===== config.mk =====
export PLATFORM = sky130hd
export DESIGN_NAME = alu_cmd_issuer
export DESIGN_NICKNAME = d
export VERILOG_FILES = /design/src/rtl/alu_pkg.sv /design/src/rtl/alu_timeout_ctr.sv /design/src/rtl/alu_cmd_issuer.sv
export SDC_FILE = /design/constraint.sdc
export NUM_CORES = 1
export LEC_CHECK = 0
export ABC_AREA = 1
export BUFFER_PORTS_ARGS = -buffer_cell sky130_fd_sc_hd__buf_2
export CAP_MARGIN = 40
export CORE_MARGIN = 2
export CORE_UTILIZATION = 48
export DETAILED_ROUTE_END_ITERATION = 10
export GPL_TIMING_DRIVEN = 0
export PLACE_DENSITY = 0.78
export SYNTH_ARGS = -nofsm -noshare
export SYNTH_HDL_FRONTEND = slang
export SYNTH_SLANG_ARGS = --single-unit

===== constraint.sdc =====
create_clock -name clk -period 1.6 [get_ports clk]
set_clock_uncertainty 0.15 [all_clocks]
set_input_delay 0.08 -clock clk [delete_from_list [all_inputs] [get_ports clk]]
set_output_delay 0.08 -clock clk [all_outputs]
set_load 0.005 [all_outputs]

===== src/rtl/alu_pkg.sv =====
// rtl/alu_pkg.sv - shared opcodes, FSM encoding and default width for the ALU command issuer
package alu_pkg;

    localparam int ALU_WIDTH = 8;

    localparam logic [2:0] OP_ADD = 3'b000;
    localparam logic [2:0] OP_SUB = 3'b001;
    localparam logic [2:0] OP_AND = 3'b010;
    localparam logic [2:0] OP_OR  = 3'b011;
    localparam logic [2:0] OP_XOR = 3'b100;
    localparam logic [2:0] OP_SHL = 3'b101;
    localparam logic [2:0] OP_SHR = 3'b110;
    localparam logic [2:0] OP_SLT = 3'b111;

    typedef enum logic [1:0] {
        ST_IDLE  = 2'd0,
        ST_ISSUE = 2'd1,
        ST_WAIT  = 2'd2,
        ST_RESP  = 2'd3
    } state_e;

endpackage


===== src/rtl/alu_timeout_ctr.sv =====
// rtl/alu_timeout_ctr.sv - clear/enable saturating 8-bit counter that flags the last allowed wait cycle
module alu_timeout_ctr #(
    parameter int TIMEOUT = 16
) (
    input  logic clk,
    input  logic rst,
    input  logic clr_i,
    input  logic en_i,
    output logic expire_o
);

    // Value held by the counter during the final cycle the ALU is allowed to answer in.
    localparam logic [7:0] LAST_CNT = 8'(TIMEOUT - 1);

    logic [7:0] cnt_q;
    logic [7:0] cnt_d;

    // Next count: clear wins over enable; saturate at all-ones instead of wrapping.
    always_comb begin
        cnt_d = cnt_q;
        if (clr_i) begin
            cnt_d = 8'd0;
        end else if (en_i && (cnt_q != 8'hFF)) begin
            cnt_d = cnt_q + 8'd1;
        end
    end

    // Counter register with synchronous reset.
    always_ff @(posedge clk) begin
        if (rst) begin
            cnt_q <= 8'd0;
        end else begin
            cnt_q <= cnt_d;
        end
    end

    assign expire_o = en_i && (cnt_q == LAST_CNT);

endmodule


===== src/rtl/alu_cmd_issuer.sv =====
// rtl/alu_cmd_issuer.sv - issues one buffered command to the ALU and returns its result or a timeout
module alu_cmd_issuer
    import alu_pkg::*;
#(
    parameter int WIDTH   = ALU_WIDTH,
    parameter int TIMEOUT = 16
) (
    input  logic             clk,
    input  logic             rst,
    input  logic             cmd_valid,
    output logic             cmd_ready,
    input  logic [WIDTH-1:0] cmd_a,
    input  logic [WIDTH-1:0] cmd_b,
    input  logic [2:0]       cmd_opt,
    output logic [WIDTH-1:0] alu_a,
    output logic [WIDTH-1:0] alu_b,
    output logic [2:0]       alu_opt,
    output logic             alu_load,
    input  logic [WIDTH-1:0] alu_dout,
    input  logic             alu_done,
    output logic             rsp_valid,
    input  logic             rsp_ready,
    output logic [WIDTH-1:0] rsp_data,
    output logic [2:0]       rsp_opt,
    output logic             rsp_timeout,
    output logic             busy
);

    state_e           state_q, state_d;
    logic [WIDTH-1:0] alu_a_q, alu_a_d;
    logic [WIDTH-1:0] alu_b_q, alu_b_d;
    logic [2:0]       alu_opt_q, alu_opt_d;
    logic [WIDTH-1:0] rsp_data_q, rsp_data_d;
    logic [2:0]       rsp_opt_q, rsp_opt_d;
    logic             rsp_timeout_q, rsp_timeout_d;
    logic             expire;

    // Wait-cycle counter: zeroed while the load strobe is out, counts every WAIT cycle.
    alu_timeout_ctr #(
        .TIMEOUT (TIMEOUT)
    ) u_timeout (
        .clk      (clk),
        .rst      (rst),
        .clr_i    (state_q == ST_ISSUE),
        .en_i     (state_q == ST_WAIT),
        .expire_o (expire)
    );

    // Next-state and register updates; operands only change on an accepted command,
    // results only on leaving WAIT, so both stay stable while the other side looks at them.
    always_comb begin
        state_d       = state_q;
        alu_a_d       = alu_a_q;
        alu_b_d       = alu_b_q;
        alu_opt_d     = alu_opt_q;
        rsp_data_d    = rsp_data_q;
        rsp_opt_d     = rsp_opt_q;
        rsp_timeout_d = rsp_timeout_q;
        case (state_q)
            ST_IDLE: begin
                if (cmd_valid) begin
                    alu_a_d   = cmd_a;
                    alu_b_d   = cmd_b;
                    alu_opt_d = cmd_opt;
                    state_d   = ST_ISSUE;
                end
            end
            ST_ISSUE: begin
                state_d = ST_WAIT;
            end
            ST_WAIT: begin
                // A done in the expiry cycle still counts as a real result.
                if (alu_done) begin
                    rsp_data_d    = alu_dout;
                    rsp_opt_d     = alu_opt_q;
                    rsp_timeout_d = 1'b0;
                    state_d       = ST_RESP;
                end else if (expire) begin
                    rsp_data_d    = '0;
                    rsp_opt_d     = alu_opt_q;
                    rsp_timeout_d = 1'b1;
                    state_d       = ST_RESP;
                end
            end
            ST_RESP: begin
                if (rsp_ready) begin
                    state_d = ST_IDLE;
                end
            end
            default: begin
                state_d = ST_IDLE;
            end
        endcase
    end

    // State and datapath registers; reset drops any in-flight command or pending result.
    always_ff @(posedge clk) begin
        if (rst) begin
            state_q       <= ST_IDLE;
            alu_a_q       <= '0;
            alu_b_q       <= '0;
            alu_opt_q     <= 3'd0;
            rsp_data_q    <= '0;
            rsp_opt_q     <= 3'd0;
            rsp_timeout_q <= 1'b0;
        end else begin
            state_q       <= state_d;
            alu_a_q       <= alu_a_d;
            alu_b_q       <= alu_b_d;
            alu_opt_q     <= alu_opt_d;
            rsp_data_q    <= rsp_data_d;
            rsp_opt_q     <= rsp_opt_d;
            rsp_timeout_q <= rsp_timeout_d;
        end
    end

    // ISSUE lasts exactly one cycle and is never re-entered directly, so the strobe cannot repeat.
    assign cmd_ready   = (state_q == ST_IDLE);
    assign alu_load    = (state_q == ST_ISSUE);
    assign rsp_valid   = (state_q == ST_RESP);
    assign busy        = (state_q != ST_IDLE);
    assign alu_a       = alu_a_q;
    assign alu_b       = alu_b_q;
    assign alu_opt     = alu_opt_q;
    assign rsp_data    = rsp_data_q;
    assign rsp_opt     = rsp_opt_q;
    assign rsp_timeout = rsp_timeout_q;

endmodule


## Yosys cells after proc, flatten, opt, wreduce, memory -nomap -nowiden

Index checks and enable logic that the tools add are counted.

- Register bits: 41
- Bits in latches: 0
- Memory bits (writable): 0
- Memory bits (read-only): 0
- Output and inout bits: 35
- Memories kept: 0

- $add $sub $neg: 1
- Multipliers: 0
- Div/mod/pow operators: 0
- Order comparisons: 0
- Eq/ne operators: 8
- Shift operators: 0
- Muxes and demuxes: 11
- Bitwise gates (word level): 0
- Reductions and logical operators: 9

Operator list:

| kind | number |
|---|---|
| two-way mux 8 bit | 2 |
| adder 8 x 1 -> 8 bit (second input constant) | 1 |
| equality test 8 x 4 -> 1 bit (second input constant) | 1 |
| two-way mux 2 bit | 4 |
| != test 8 bit (second input constant) | 1 |
| one-hot mux 2 bit (4 select lines) | 1 |
| two-way mux 3 bit | 2 |
| equality test 2 bit (second input constant) | 2 |
| AND reduction 2 bit | 2 |
| nonzero test 2 bit | 2 |
| != test 3 bit (second input constant) | 1 |
| AND reduction 3 bit | 1 |
| equality test 2 x 1 -> 1 bit (second input constant) | 1 |
| logical AND 1 bit | 2 |
| zero test 2 bit | 1 |
| two-way mux 1 bit | 2 |
| != test 2 x 1 -> 1 bit (second input constant) | 1 |
| != test 2 bit (second input constant) | 1 |
| OR reduction 2 bit | 1 |

## Logic depth before layout (Yosys ltp)

Gate-level depths: netlist of run 1.

- Word-level depth: 5
- Mapped depth: 10
- Mapped depth without buffers: 9

## Hierarchy

From an unflattened synthesis of run 1, not the netlist that was laid out.

- Cell total of the unflattened synthesis: 242
- Area total of the unflattened synthesis: 1794.2 um2

Modules (own cells, without submodules):

| module | instances | cells an instance | area an instance (um2) | sequential area each (um2) |
|---|---|---|---|---|
| alu_cmd_issuer | 1 | 166 | 1293.7 | 660.6 |
| alu_timeout_ctr | 1 | 76 | 500.5 | 160.2 |

## Worst setup path before layout of run 1

No wires, ideal clock.

- Kind: register -> register
- Start: register state_q[0]
- End: register rsp_opt_q[0] (netlist: rsp_opt[0])
- Setup time: 115 ps
- Arrival: 1197 ps
- Path slack: 138 ps
- Cell stages (with the launch flop): 10
- Buffers on the path: 1
- Clock period less this slack: 1462 ps
- Path through: dfxtp_1 > inv_1 > ha_1 > clkbuf_8 > inv_1 > nor2_1 > nand3_1 > nand2_2 > a21oi_1 > nor2_1

- Cells in the longest elaborated chain, start to end: 4

Ends and longest elaborated chain:

| element | RTL line | text |
|---|---|---|
| start, declared | alu_cmd_issuer.sv:29 | `state_e state_q, state_d;` |
| start signal, assigned | alu_cmd_issuer.sv:107 | `state_q <= state_d;` |
| equality test 2 bit (*) | alu_cmd_issuer.sv:45, alu_cmd_issuer.sv:59 |  |
| logical AND 1 bit | alu_timeout_ctr.sv:37 | `assign expire_o = en_i && (cnt_q == LAST_CNT);` |
| nonzero test 2 bit (no source line) | -- |  |
| AND reduction 2 bit (no source line) (*) | -- |  |
| end signal, assigned | alu_cmd_issuer.sv:112 | `rsp_opt_q <= rsp_opt_d;` |
| end, declared | alu_cmd_issuer.sv:34 | `logic [2:0] rsp_opt_q, rsp_opt_d;` |

Mark *: on every way between the ends. The rest lies on a longest branch, timed or not.
A chain may end at the register's enable or synchronous reset.

## Worst setup path in the final report of run 1

- Start: register u_timeout.cnt_q[0]
- End: register u_timeout.cnt_q[5]

- Cells in the longest elaborated chain, start to end: 2
- Elaborated cells on any way between the ends: 3

Ends and longest elaborated chain:

| element | RTL line | text |
|---|---|---|
| start, declared | alu_timeout_ctr.sv:15 | `logic [7:0] cnt_q;` |
| start signal, assigned | alu_timeout_ctr.sv:33 | `cnt_q <= cnt_d;` |
| branches (longest 2 deep; another with adder 8 x 1 -> 8 bit) | -- |  |

Parallel ways; which one is timed is not known.

==> results of run 1 <==
## logic make-up after synthesis
logic type,Yosys count,synth area share (%)
buffers and inverters,36,8.73
adder cells (fa/ha/maj),5,3.49
AND/OR/NAND/NOR,116,26.6
flip-flops,41,45.8
AO/OA/AOI/OAI,47,13.9
XOR/XNOR,3,1.47
## sequential cells by signal (all words and copies together) (netlist names)
name	cells
rsp_opt	3
state_q	2
rsp_timeout	1
alu_opt	3
alu_b	8
alu_a	8
u_timeout.cnt_q	8
rsp_data	8
## synthesized netlist by cell type, drive strengths merged (2+ instances only)
master and count:
nand3 13, nor2 46, clkbuf 4, a21oi 24, ha 5, dfxtp 41, nand4 3, nand2 54
inv 28, xor2 2, o21ai 22, buf 4
## worst register-to-register path, cell delays in order (launching register included)
cell	delay, ns
sky130_fd_sc_hd__dfxtp_2	0.39
sky130_fd_sc_hd__ha_4	0.18
sky130_fd_sc_hd__inv_1	0.05
sky130_fd_sc_hd__nor2_2	0.17
sky130_fd_sc_hd__nand3_2	0.10
sky130_fd_sc_hd__nand2_4	0.13
sky130_fd_sc_hd__inv_2	0.09
sky130_fd_sc_hd__nand2_1	0.08
sky130_fd_sc_hd__a21oi_1	0.06
## power by group
| group | switching, uW | internal, uW |
|---|---|---|
| registers | 139 | 1250 |
| logic | 740 | 609 |
| clock network | 374 | 468 |
## path summary, 6_finish.rpt
check / from / end / slack (ns) / cells past startpoint
max: u_timeout.cnt_q[0] / u_timeout.cnt_q[5] / 0.09 / 8
min: cmd_valid / alu_opt[2] / 0.05 / 4
max reg2reg: u_timeout.cnt_q[0] / u_timeout.cnt_q[5] / 0.09 / 8
min reg2reg: rsp_data[7] / rsp_data[7] / 0.31 / 2
## placed cells by master (no fill, tap or decap), drive strengths merged, types with 2 or more instances in the layout
cell type,n
a21oi,24
buf,72
clkbuf,9
dfxtp,41
dlygate4sd3,30
ha,5
inv,29
nand2,54
nand3,13
nand4,3
nor2,46
o21ai,22
xor2,2
## what timing repair did
action	4_1_cts	5_1_grt
buffers inserted	0	3
pin swaps	0	3
endpoints found under the hold margin	29	0
gates resized for setup	5	16
endpoints found under the setup margin	22	36
hold buffers	30	0
## per-layer routing
layer  track usage [%]  wire length, um  part of all wire (%)
met1              27.9             1950                    40
met5                 0                0                     0
met2              42.3             2420                    50
met3              7.53              365                   7.6
met4              9.64               86                   1.8
## stage by stage
stage,hold slack (ns),setup WS [ns],total power (uW),std cells
after floorplan,0.0790,0.138,2120,248
final,0.0509,0.0882,3580,402
after global placement,0.176,0.00243,2520,361
after CTS,0.0747,0.0106,3450,399
after detailed placement,0.189,-0.0393,2550,361
after global routing,0.0711,-0.0249,3830,402
## final cells by class
type | instances | share of cell area, %
Multi-Input combinational cell | 171 | 31.6
Sequential cell | 41 | 31.2
Timing Repair Buffer | 98 | 24.5
Inverter | 28 | 3.97
Clock buffer | 5 | 2.60
Tap cell | 48 | 2.27
Buffer | 8 | 2.22
Clock inverter | 3 | 1.65
==> summary.md, run 1 <==
| Metric | Value |
|---|---|
| Count of endpoints failing setup in the final report | 0 |
| Pwr per Cell Area | 1350 nW/um2 |
| Share of the yosys chip area belonging to registers | 45.8% |
| Maximum single-stage delay on the critical path | 0.39 ns |
| # H-tree levels | 2 |
| Post-synthesis instance area | 1790 um2 |
| CP max FO | 10 |
| Placer congestion estimate | 0.923 |
| Total die area | 4240 um2 |
| Most area-consuming cells after synthesis | sky130_fd_sc_hd__dfxtp_1 (46%), sky130_fd_sc_hd__nand2_1 (11%), sky130_fd_sc_hd__nor2_1 (9.4%) |
| Number of global-route vias before repair | 1,770 |
| Most used flip-flop cell after synthesis | sky130_fd_sc_hd__dfxtp_1 |
| Hold Vio Cnt, Final | 0 |
| Number of instances in the synthesized netlist | 248 |
| Wirelength, routed | 4820 um |
| Area taken by flip-flops and latches | 826 um2 |
| Number of synthesized flops with an enable pin | 0 |
| X dimension of the die | 65.1 um |
| Static leakage | 0.00130 uW |
| Design Area, Final | 2650 um2 |
| Nets | 390 |
| Via-to-Cell Ratio | 4.82 |
| Setup crit start kind | flip-flop |
| Distinct cell type count after synthesis | 22 |
| CP Cell Sequence | ha_4, inv_1, nor2_2, nand3_2, nand2_4, inv_2, nand2_1, a21oi_1 |
| Final antenna diode count | 0 |
| Peak supply drop | 974 uV |
| Arrival time at the worst endpoint | 1.54 ns |
| Fraction of post-synthesis cell area in the top cell type by area | 45.8% |
| Largest delay contributor family on the critical path | simple AND/OR/NAND/NOR gates |
| Synth Register Bits | 41 |
| Antenna viol nets, final | 0 |
| Die height | 65.1 um |
| Share of async-settable or async-resettable flops after synthesis | 0% |
| Net count of the mapped netlist | 285 |
| Post-synthesis cell type with the largest combined area | sky130_fd_sc_hd__dfxtp_1 |
| Number of antenna violations at the first check in global routing | 0 |
| Max-slew headroom | 83.9% |
| Area after DPL | 2180 um2 |
| Post-CTS clock slew at the launch and capture registers of the worst setup and hold paths | 0.08 ns |
| Final critical path time including I/O delays and setup | 1.51 ns |
| Setup total negative slack | 0 ns |
| Drt wl/cell | 12.0 um |
| Number of pins exceeding their max-slew limit in the final report | 0 |
| Critical-path top delay cell | sky130_fd_sc_hd__dfxtp_2 |
| Multi-input combinational cell area | 838 um2 |
| Worst min-delay path category | in -> reg |
| Slew at the pin with the worst max-slew slack | 0.242 ns |
| Final Cycle Share | 94.5% |
| Number of warnings issued by yosys | 0 |
| Share of layout cells above drive strength 1 | 28.8% |
| Final design utilization | 72.9% |
| Total number of vias | 1,938 |
| Global route total overflow | 0 |
| Maximum number of pins on one net before global-route repair | 15 |
| Outcome | finished clean |
| Count of fill cells added during filler insertion | 283 |
| Global-route wire length before repair | 7820 um |
| CP Buf/Inv Count | 2 |
| DR iter-0 viols | 135 |
| Clock tree root driver cell | sky130_fd_sc_hd__clkbuf_8 |
| CORE AREA | 3630 um2 |
| Top-Level Pins | 67 |
| Max Root-Sink Buffers | 2 |
| Hpwl dp | 2900 um |
| Category of the most critical setup path | reg -> reg |
| CTS sink count | 41 |
| Global Route Usage Sum | 24.3% |
| Drt pass-1 iters | 4 |
| Clock tree from TritonCTS | yes |
| Max Freq | 661 MHz |
| Max-cap viol count | 0 |
| Average footprint of a synthesized cell | 7.22 um2 |
| Area added between synthesis and finish | 47.8% |
| Cell row count | 22 |
| Post-route DRC | 0 |
| TritonCTS Buffers | 5 |
| Starting density of the core | 49.3% |
| Data required time of the worst path | 1.62 ns |
| Kind of capture point of the worst setup path | flip-flop |
| Port Buf Inserts | 65 |
| Latest clock arrival within the worst-skew pair | 0.29 ns |
Note: power is estimated with default switching activity, not from simulation.
==> run 2, diff against run 1 <==
SYNTH_HIERARCHICAL = 1   (was default)
==> summary.md, run 2 <==
| Metric | Value |
|---|---|
| Total die area | 4240 um2 (about the same) |
| Clock tree root driver cell | sky130_fd_sc_hd__clkbuf_8 (unchanged) |
| Data required time of the worst path | 1.64 ns (was 1.62 ns) |
| Most common cell in the synthesized netlist | sky130_fd_sc_hd__nor2_1 (was sky130_fd_sc_hd__nand2_1) |
| TritonCTS Buffers | 5 (unchanged) |
| Share of the yosys chip area belonging to registers | 45.7% (was 45.8%) |
| Worst reg2reg path endpoint | rsp_data[0] (was u_timeout.cnt_q[5]) |
| Most Frequent Cell on Critical Path | sky130_fd_sc_hd__nor2_2 |
| Placer congestion estimate | 0.857 (was 0.923) |
| Category of the most critical setup path | reg -> reg (unchanged) |
| Starting density of the core | 49.4% (was 49.3%) |
| Hold Vio Cnt, Final | 0 (unchanged) |
| Via-to-Cell Ratio | 4.75 (was 4.82) |
| Most area-consuming cells after synthesis | sky130_fd_sc_hd__dfxtp_1 (46%), sky130_fd_sc_hd__nor2_1 (13%), sky130_fd_sc_hd__nand2_1 (8.8%) (was sky130_fd_sc_hd__dfxtp_1 (46%), sky130_fd_sc_hd__nand2_1 (11%), sky130_fd_sc_hd__nor2_1 (9.4%)) |
| Peak supply drop | 765 uV (was 974 uV) |
| Cell row count | 22 (unchanged) |
| Setup crit start kind | flip-flop (unchanged) |
| CORE AREA | 3630 um2 (unchanged) |
| Max-slew headroom | 82.8% (was 83.9%) |
| Placement Setup Slack | -0.390 ns (was -0.0393 ns) |
| Global-route wire length before repair | 7290 um (was 7820 um) |
| Port Buf Inserts | 66 (was 65) |
| Max Freq | 581 MHz (was 661 MHz) |
| Worst hold stages | 4 (unchanged) |
| X dimension of the die | 65.1 um (about the same) |
| Hpwl dp | 2950 um (was 2900 um) |
| Synth cell count leaders | sky130_fd_sc_hd__nor2_1 (61), sky130_fd_sc_hd__nand2_1 (42), sky130_fd_sc_hd__dfxtp_1 (41) (was sky130_fd_sc_hd__nand2_1 (52), sky130_fd_sc_hd__nor2_1 (45), sky130_fd_sc_hd__dfxtp_1 (41)) |
| Number of cells traversed by the worst register-to-register path | 13 (was 8) |
| Post-route DRC | 0 (unchanged) |
| Post-layout worst setup margin | -0.121 ns (was 0.0882 ns) |
| Worst min-delay path category | in -> reg (unchanged) |
| Multi-input combinational cell area | 863 um2 (was 838 um2) |
| Number of instances in the synthesized netlist | 242 (was 248) |
| Hold Crit Endpoint | rsp_timeout (was alu_opt[2]) |
| Area added between synthesis and finish | 51.3% (was 47.8%) |
| Outcome | finished with violations (was finished clean) |
| Global route total overflow | 0 (unchanged) |
| Beginning of the worst hold path | alu_done (was cmd_valid) |
| CP max FO | 10 (unchanged) |
| Area taken by flip-flops and latches | 826 um2 (unchanged) |
| DR iter-0 viols | 65 (was 135) |
| Wirelength, routed | 4590 um (was 4820 um) |
| Max Root-Sink Buffers | 2 (unchanged) |
| Net count of the mapped netlist | 279 (was 285) |
| Critical-path top delay cell | sky130_fd_sc_hd__dfxtp_2 (unchanged) |
| Share of layout cells above drive strength 1 | 35.0% (was 28.8%) |
| Count of endpoints failing setup in the final report | 12 (was 0) |
| Unrepaired setup endpoints after global routing | yes |
| R2R Setup Slk | -0.12 ns (was 0.09 ns) |
| Share of async-settable or async-resettable flops after synthesis | 0% (unchanged) |
| Total number of vias | 1,897 (was 1,938) |
| Maximum single-stage delay on the critical path | 0.33 ns (was 0.39 ns) |
| Max-cap viol count | 0 (unchanged) |
| Maximum number of pins on one net before global-route repair | 14 (was 15) |
| Post-CTS clock slew at the launch and capture registers of the worst setup and hold paths | 0.07 ns (was 0.08 ns) |
| Startpoint of the most critical register-to-register path | state_q[0] (was u_timeout.cnt_q[0]) |
| Post-synthesis instance area | 1790 um2 (about the same) |
| CP Cell Sequence | inv_2, ha_4, buf_8, inv_4, nor2_4, nand4_1, nor2_2, nor2_2, nor2_2, inv_2, buf_8, nand2_1, a21oi_1 (was ha_4, inv_1, nor2_2, nand3_2, nand2_4, inv_2, nand2_1, a21oi_1) |
| Final critical path time including I/O delays and setup | 1.72 ns (was 1.51 ns) |
| Final antenna diode count | 0 (unchanged) |
| Pwr per Cell Area | 1320 nW/um2 (was 1350 nW/um2) |
| Setup total negative slack | -1.33 ns (was 0 ns) |
| Average footprint of a synthesized cell | 7.41 um2 (was 7.22 um2) |
| Nets | 387 (was 390) |
| Most frequent standard cell in the layout excluding fill and tap cells | sky130_fd_sc_hd__buf_2 (unchanged) |
| Slew at the pin with the worst max-slew slack | 0.257 ns (was 0.242 ns) |
| Leading cell types in the layout, fill and taps excluded | sky130_fd_sc_hd__buf_2 (67), sky130_fd_sc_hd__nor2_1 (56), sky130_fd_sc_hd__nand2_1 (41) (was sky130_fd_sc_hd__buf_2 (67), sky130_fd_sc_hd__nand2_1 (51), sky130_fd_sc_hd__nor2_1 (44)) |
| Count of fill cells added during filler insertion | 275 (was 283) |
| Drt pass-1 iters | 4 (unchanged) |
| Number of warnings issued by yosys | 6 (was 0) |
| Kind of capture point of the worst setup path | flip-flop (unchanged) |
| Drt wl/cell | 11.5 um (was 12.0 um) |
| Fraction of post-synthesis cell area in the top cell type by area | 45.7% (was 45.8%) |
| Synth Register Bits | 41 (unchanged) |
| # H-tree levels | 2 (unchanged) |
| Clock tree from TritonCTS | yes (unchanged) |
| Violated checks | negative setup slack |
| Distinct cell type count after synthesis | 24 (was 22) |
| Final Cycle Share | 108% (was 94.5%) |
| Most used flip-flop cell after synthesis | sky130_fd_sc_hd__dfxtp_1 (unchanged) |
| Static leakage | 0.00128 uW (was 0.00130 uW) |
| Top-Level Pins | 67 (unchanged) |
| Die height | 65.1 um (about the same) |
| Antenna viol nets, final | 0 (unchanged) |
| Number of synthesized flops with an enable pin | 0 (unchanged) |
| Number of antenna violations at the first check in global routing | 0 (unchanged) |
| Number of pins exceeding their max-slew limit in the final report | 0 (unchanged) |
| Latest clock arrival within the worst-skew pair | 0.29 ns (about the same) |
| Number of global-route vias before repair | 1,787 (was 1,770) |
| Post-synthesis cell type with the largest combined area | sky130_fd_sc_hd__dfxtp_1 (unchanged) |
| CTS sink count | 41 (unchanged) |
| Arrival time at the worst endpoint | 1.76 ns (was 1.54 ns) |
| Global Route Usage Sum | 22.4% (was 24.3%) |
[run 2: changes by cell type after synthesis, moves of 3 or more]
cell / before / now
sky130_fd_sc_hd__nor2_1: 45 / 61
sky130_fd_sc_hd__inv_1: 27 / 16
sky130_fd_sc_hd__nand2_1: 52 / 42
sky130_fd_sc_hd__a21oi_1: 24 / 15
sky130_fd_sc_hd__o21ai_0: 21 / 12
sky130_fd_sc_hd__o21ai_1: 1 / 10
sky130_fd_sc_hd__inv_2: 1 / 6
sky130_fd_sc_hd__nand3_1: 12 / 7
sky130_fd_sc_hd__buf_6: 1 / 5
sky130_fd_sc_hd__clkbuf_1: 3 / 0
sky130_fd_sc_hd__nor2_2: 1 / 4
[run 2: what timing repair did]
| item | CTS | global route |
|---|---|---|
| gates resized for setup | 9 | 9 |
| setup buffers | 6 | 1 |
| setup endpoints to repair | 13 | 30 |
| hold buffers | 28 | 0 |
| hold endpoints to repair | 35 | 0 |
| pin swaps | 8 | 0 |
[run 2: area by class of cell]
class	count	share of cell area [%]
multi-input cells	169	31.8
flip-flops and latches	41	30.4
repair buffers	101	24.4
plain buffers	9	3.41
inverters	23	3.27
clock buffers	6	3.04
well taps	48	2.21
clock inverters	2	1.38
[run 2: how the worst max path moves through the flow]
stage | start | endpoint | slack (ns)
after floorplan | state_q[0] | rsp_opt[1] | -0.17
after global placement | state_q[0] | rsp_opt[1] | -0.36
after detailed placement | state_q[0] | rsp_opt[1] | -0.39
after CTS | state_q[0] | rsp_data[5] | -0.12
after global routing | state_q[0] | rsp_data[5] | -0.25
final | state_q[0] | rsp_data[0] | -0.12
[run 2: cell families (layout without fill, tap and decap cells)]
family | count (synthesis) | count (layout) | share of synthesized area, %
flip-flops | 41 | 41 | 45.7
buffers and inverters | 32 | 141 | 9.20
AND/OR/NAND/NOR | 127 | 127 | 31.2
adder cells (fa/ha/maj) | 5 | 5 | 3.49
AO/OA/AOI/OAI | 37 | 37 | 10.3
[run 2: through the flow]
stage          hold slack [ns]  utilization (%)  area (um2)  std cells  total power, uW
2_1_floorplan           0.0757                -        1820        242             2130
4_1_cts                 0.0608             73.8        2680        398             3550
6_report                0.0689             74.7        2710        399             3570
3_3_place_gp             0.163             60.8        2210        356             2490
3_5_place_dp             0.171             60.8        2210        356             2530
5_1_grt                 0.0854             74.7        2710        399             3820
[run 2: report_power, final]
group	internal, uW	switching, uW
clock	507	357
sequential	1240	137
combinational	643	686
total	2400	1180
[run 2: worst max-delay path, delay by kind of cell (launching register included)]
| kind | cells | cell delay, ns |
|---|---|---|
| AOI/OAI and AO/OA | 1 | 0.06 |
| and+or+nand+nor | 6 | 0.55 |
| DFF | 1 | 0.33 |
| buffers and inverters | 5 | 0.39 |
| adders and majority gates | 1 | 0.13 |
[run 2: per-layer routing]
| metal | routed length, um | GRT usage (%) |
|---|---|---|
| met1 | 1950 | 24.1 |
| met2 | 2280 | 41.2 |
| met3 | 292 | 7.71 |
| met4 | 61 | 6.51 |
| met5 | 0 | 0 |
==> run 3, diff against run 2 <==
CORE_UTILIZATION = 24   (was 48)
PLACE_DENSITY = default   (was 0.78)
==> summary.md, run 3 (synthesis results as in run 2) <==
| Metric | Value |
|---|---|
| Global route total overflow | 0 (unchanged) |
| Data required time of the worst path | 1.63 ns (was 1.64 ns) |
| Total number of vias | 1,924 (was 1,897) |
| Cell row count | 31 (was 22) |
| Most frequent standard cell in the layout excluding fill and tap cells | sky130_fd_sc_hd__buf_2 (unchanged) |
| Most Frequent Cell on Critical Path | sky130_fd_sc_hd__nor2_2 (unchanged) |
| Violated checks | negative setup slack (unchanged) |
| Final Cycle Share | 111% (was 108%) |
| # H-tree levels | 2 (unchanged) |
| Max Freq | 565 MHz (was 581 MHz) |
| CTS sink count | 41 (unchanged) |
| Kind of capture point of the worst setup path | flip-flop (unchanged) |
| CP Buf/Inv Count | 5 (unchanged) |
| Share of layout cells above drive strength 1 | 40.3% (was 35.0%) |
| Max Root-Sink Buffers | 2 (unchanged) |
| Hpwl dp | 3140 um (was 2950 um) |
| Setup total negative slack | -1.89 ns (was -1.33 ns) |
| Final critical path time including I/O delays and setup | 1.77 ns (was 1.72 ns) |
| Maximum number of pins on one net before global-route repair | 13 (was 14) |
| Placer congestion estimate | 0.796 (was 0.857) |
| Number of antenna violations at the first check in global routing | 0 (unchanged) |
| Max-slew headroom | 83.2% (was 82.8%) |
| Via-to-Cell Ratio | 4.24 (was 4.75) |
| Final design utilization | 39.9% (was 74.7%) |
| CP max FO | 5 (was 10) |
| Area added between synthesis and finish | 61.4% (was 51.3%) |
| Count of fill cells added during filler insertion | 757 (was 275) |
| Outcome | finished with violations (unchanged) |
| Setup crit start kind | flip-flop (unchanged) |
| Number of global-route vias before repair | 1,823 (was 1,787) |
| Post-CTS clock slew at the launch and capture registers of the worst setup and hold paths | 0.08 ns (was 0.07 ns) |
| Die height | 90.5 um (was 65.1 um) |
| Starting density of the core | 24.7% (was 49.4%) |
| Antenna viol nets, final | 0 (unchanged) |
| X dimension of the die | 90.5 um (was 65.1 um) |
| Placement Setup Slack | -0.496 ns (was -0.390 ns) |
| Max-cap viol count | 0 (unchanged) |
| CORE AREA | 7250 um2 (was 3630 um2) |
| Drt pass-1 iters | 4 (unchanged) |
| Port Buf Inserts | 66 (unchanged) |
| Final Hold Slack | 0.0399 ns (was 0.0689 ns) |
| Arrival time at the worst endpoint | 1.80 ns (was 1.76 ns) |
| TritonCTS Buffers | 5 (unchanged) |
| Global Route Usage Sum | 12.4% (was 22.4%) |
| Number of pins exceeding their max-slew limit in the final report | 0 (unchanged) |
| Clock tree from TritonCTS | yes (unchanged) |
| Clock tree root driver cell | sky130_fd_sc_hd__clkbuf_8 (unchanged) |
| Peak supply drop | 609 uV (was 765 uV) |
| Leading cell types in the layout, fill and taps excluded | sky130_fd_sc_hd__buf_2 (67), sky130_fd_sc_hd__nor2_1 (55), sky130_fd_sc_hd__dfxtp_1 (38) (was sky130_fd_sc_hd__buf_2 (67), sky130_fd_sc_hd__nor2_1 (56), sky130_fd_sc_hd__nand2_1 (41)) |
| Top-Level Pins | 67 (unchanged) |
| Wirelength, routed | 5110 um (was 4590 um) |
| Critical-path top delay cell | sky130_fd_sc_hd__dfxtp_2 (unchanged) |
| CP Cell Sequence | inv_2, ha_4, buf_8, inv_4, nor2_4, nand4_1, nor2_2, nor2_2, nor2_2, inv_2, clkbuf_16, nand2_2, a21oi_2 (was inv_2, ha_4, buf_8, inv_4, nor2_4, nand4_1, nor2_2, nor2_2, nor2_2, inv_2, buf_8, nand2_1, a21oi_1) |
| Post-route DRC | 0 (unchanged) |
| Hold Vio Cnt, Final | 0 (unchanged) |
| DR iter-0 viols | 164 (was 65) |
| Total Power Consumption | 3600 uW (was 3570 uW) |
| R2R Setup Slk | -0.17 ns (was -0.12 ns) |
| Latest clock arrival within the worst-skew pair | 0.30 ns (was 0.29 ns) |
| Static leakage | 0.00132 uW (was 0.00128 uW) |
| Count of endpoints failing setup in the final report | 13 (was 12) |
| Post-layout worst setup margin | -0.169 ns (was -0.121 ns) |
| Global-route wire length before repair | 8270 um (was 7290 um) |
| Pwr per Cell Area | 1240 nW/um2 (was 1320 nW/um2) |
| Nets | 391 (was 387) |
| Drt wl/cell | 11.3 um (was 11.5 um) |
| Slew at the pin with the worst max-slew slack | 0.250 ns (was 0.257 ns) |
| Category of the most critical setup path | reg -> reg (unchanged) |
| Largest delay contributor family on the critical path | simple AND/OR/NAND/NOR gates (unchanged) |
| Unrepaired setup endpoints after global routing | yes (unchanged) |
| Maximum single-stage delay on the critical path | 0.33 ns (about the same) |
| Worst min-delay path category | in -> reg (unchanged) |
| Final antenna diode count | 0 (unchanged) |
| Total die area | 8180 um2 (was 4240 um2) |
[run 3: cell count changes in the layout (fill, tap and decap cells not counted), moves of 2 or more]
cell and delta:
sky130_fd_sc_hd__buf_4 +3, sky130_fd_sc_hd__a21oi_2 +6, sky130_fd_sc_hd__nand2_2 +4, sky130_fd_sc_hd__nand2_1 -8
sky130_fd_sc_hd__a21oi_1 -6, sky130_fd_sc_hd__nor2_4 +2, sky130_fd_sc_hd__nand2_4 +4
[run 3: metal layers]
layer	vias up	part of all wire (%)	GRT usage, %
li1	987	-	-
met1	879	45	14.9
met2	51	48	20.6
met3	7	5.4	3.84
met4	0	1.2	4.74
met5	-	0	0
[run 3: metrics by stage]
step,instances,area [um2]
after floorplan,242,1820
after global placement,407,2270
after detailed placement,407,2270
after CTS,451,2730
after global routing,454,2900
final,454,2900
[run 3: worst register-to-register path, delay by kind of cell, from the launching register on]
family | cells | cell delay [ns]
buffers and inverters | 5 | 0.44
flip-flops | 1 | 0.33
AO/OA/AOI/OAI | 1 | 0.04
AND/OR/NAND/NOR | 6 | 0.56
adder cells (fa/ha/maj) | 1 | 0.13
[run 3: final timing paths]
kind	startpoint	to	cells past startpoint
max	state_q[0]	rsp_data[2]	13
min	alu_done	rsp_timeout	4
min reg2reg	rsp_data[4]	rsp_data[4]	2
max reg2reg	state_q[0]	rsp_data[2]	13
[run 3: layout make-up]
class | count | area (um2) | area share (%)
multi-input cells | 169 | 948 | 32.8
flip-flops and latches | 41 | 827 | 28.6
repair buffers | 105 | 711 | 24.5
plain buffers | 9 | 92.6 | 3.20
well taps | 99 | 124 | 4.28
clock buffers | 7 | 96.3 | 3.33
inverters | 23 | 91.3 | 3.15
clock inverters | 1 | 5.00 | 0.173
[run 3: where the power goes]
group | total (uW) | switching (uW) | internal, uW
clock | 757 | 367 | 390
combinational | 1450 | 732 | 719
sequential | 1390 | 143 | 1250
total | 3600 | 1240 | 2360
[run 3: repair_timing]
item                                    CTS  global route
resized for setup                         5            36
hold endpoints to repair                 35             0
pin swaps                                 2             6
endpoints found under the setup margin   14            32
setup buffers                             8             2
gates cloned                              0             1
hold buffers                             28             0
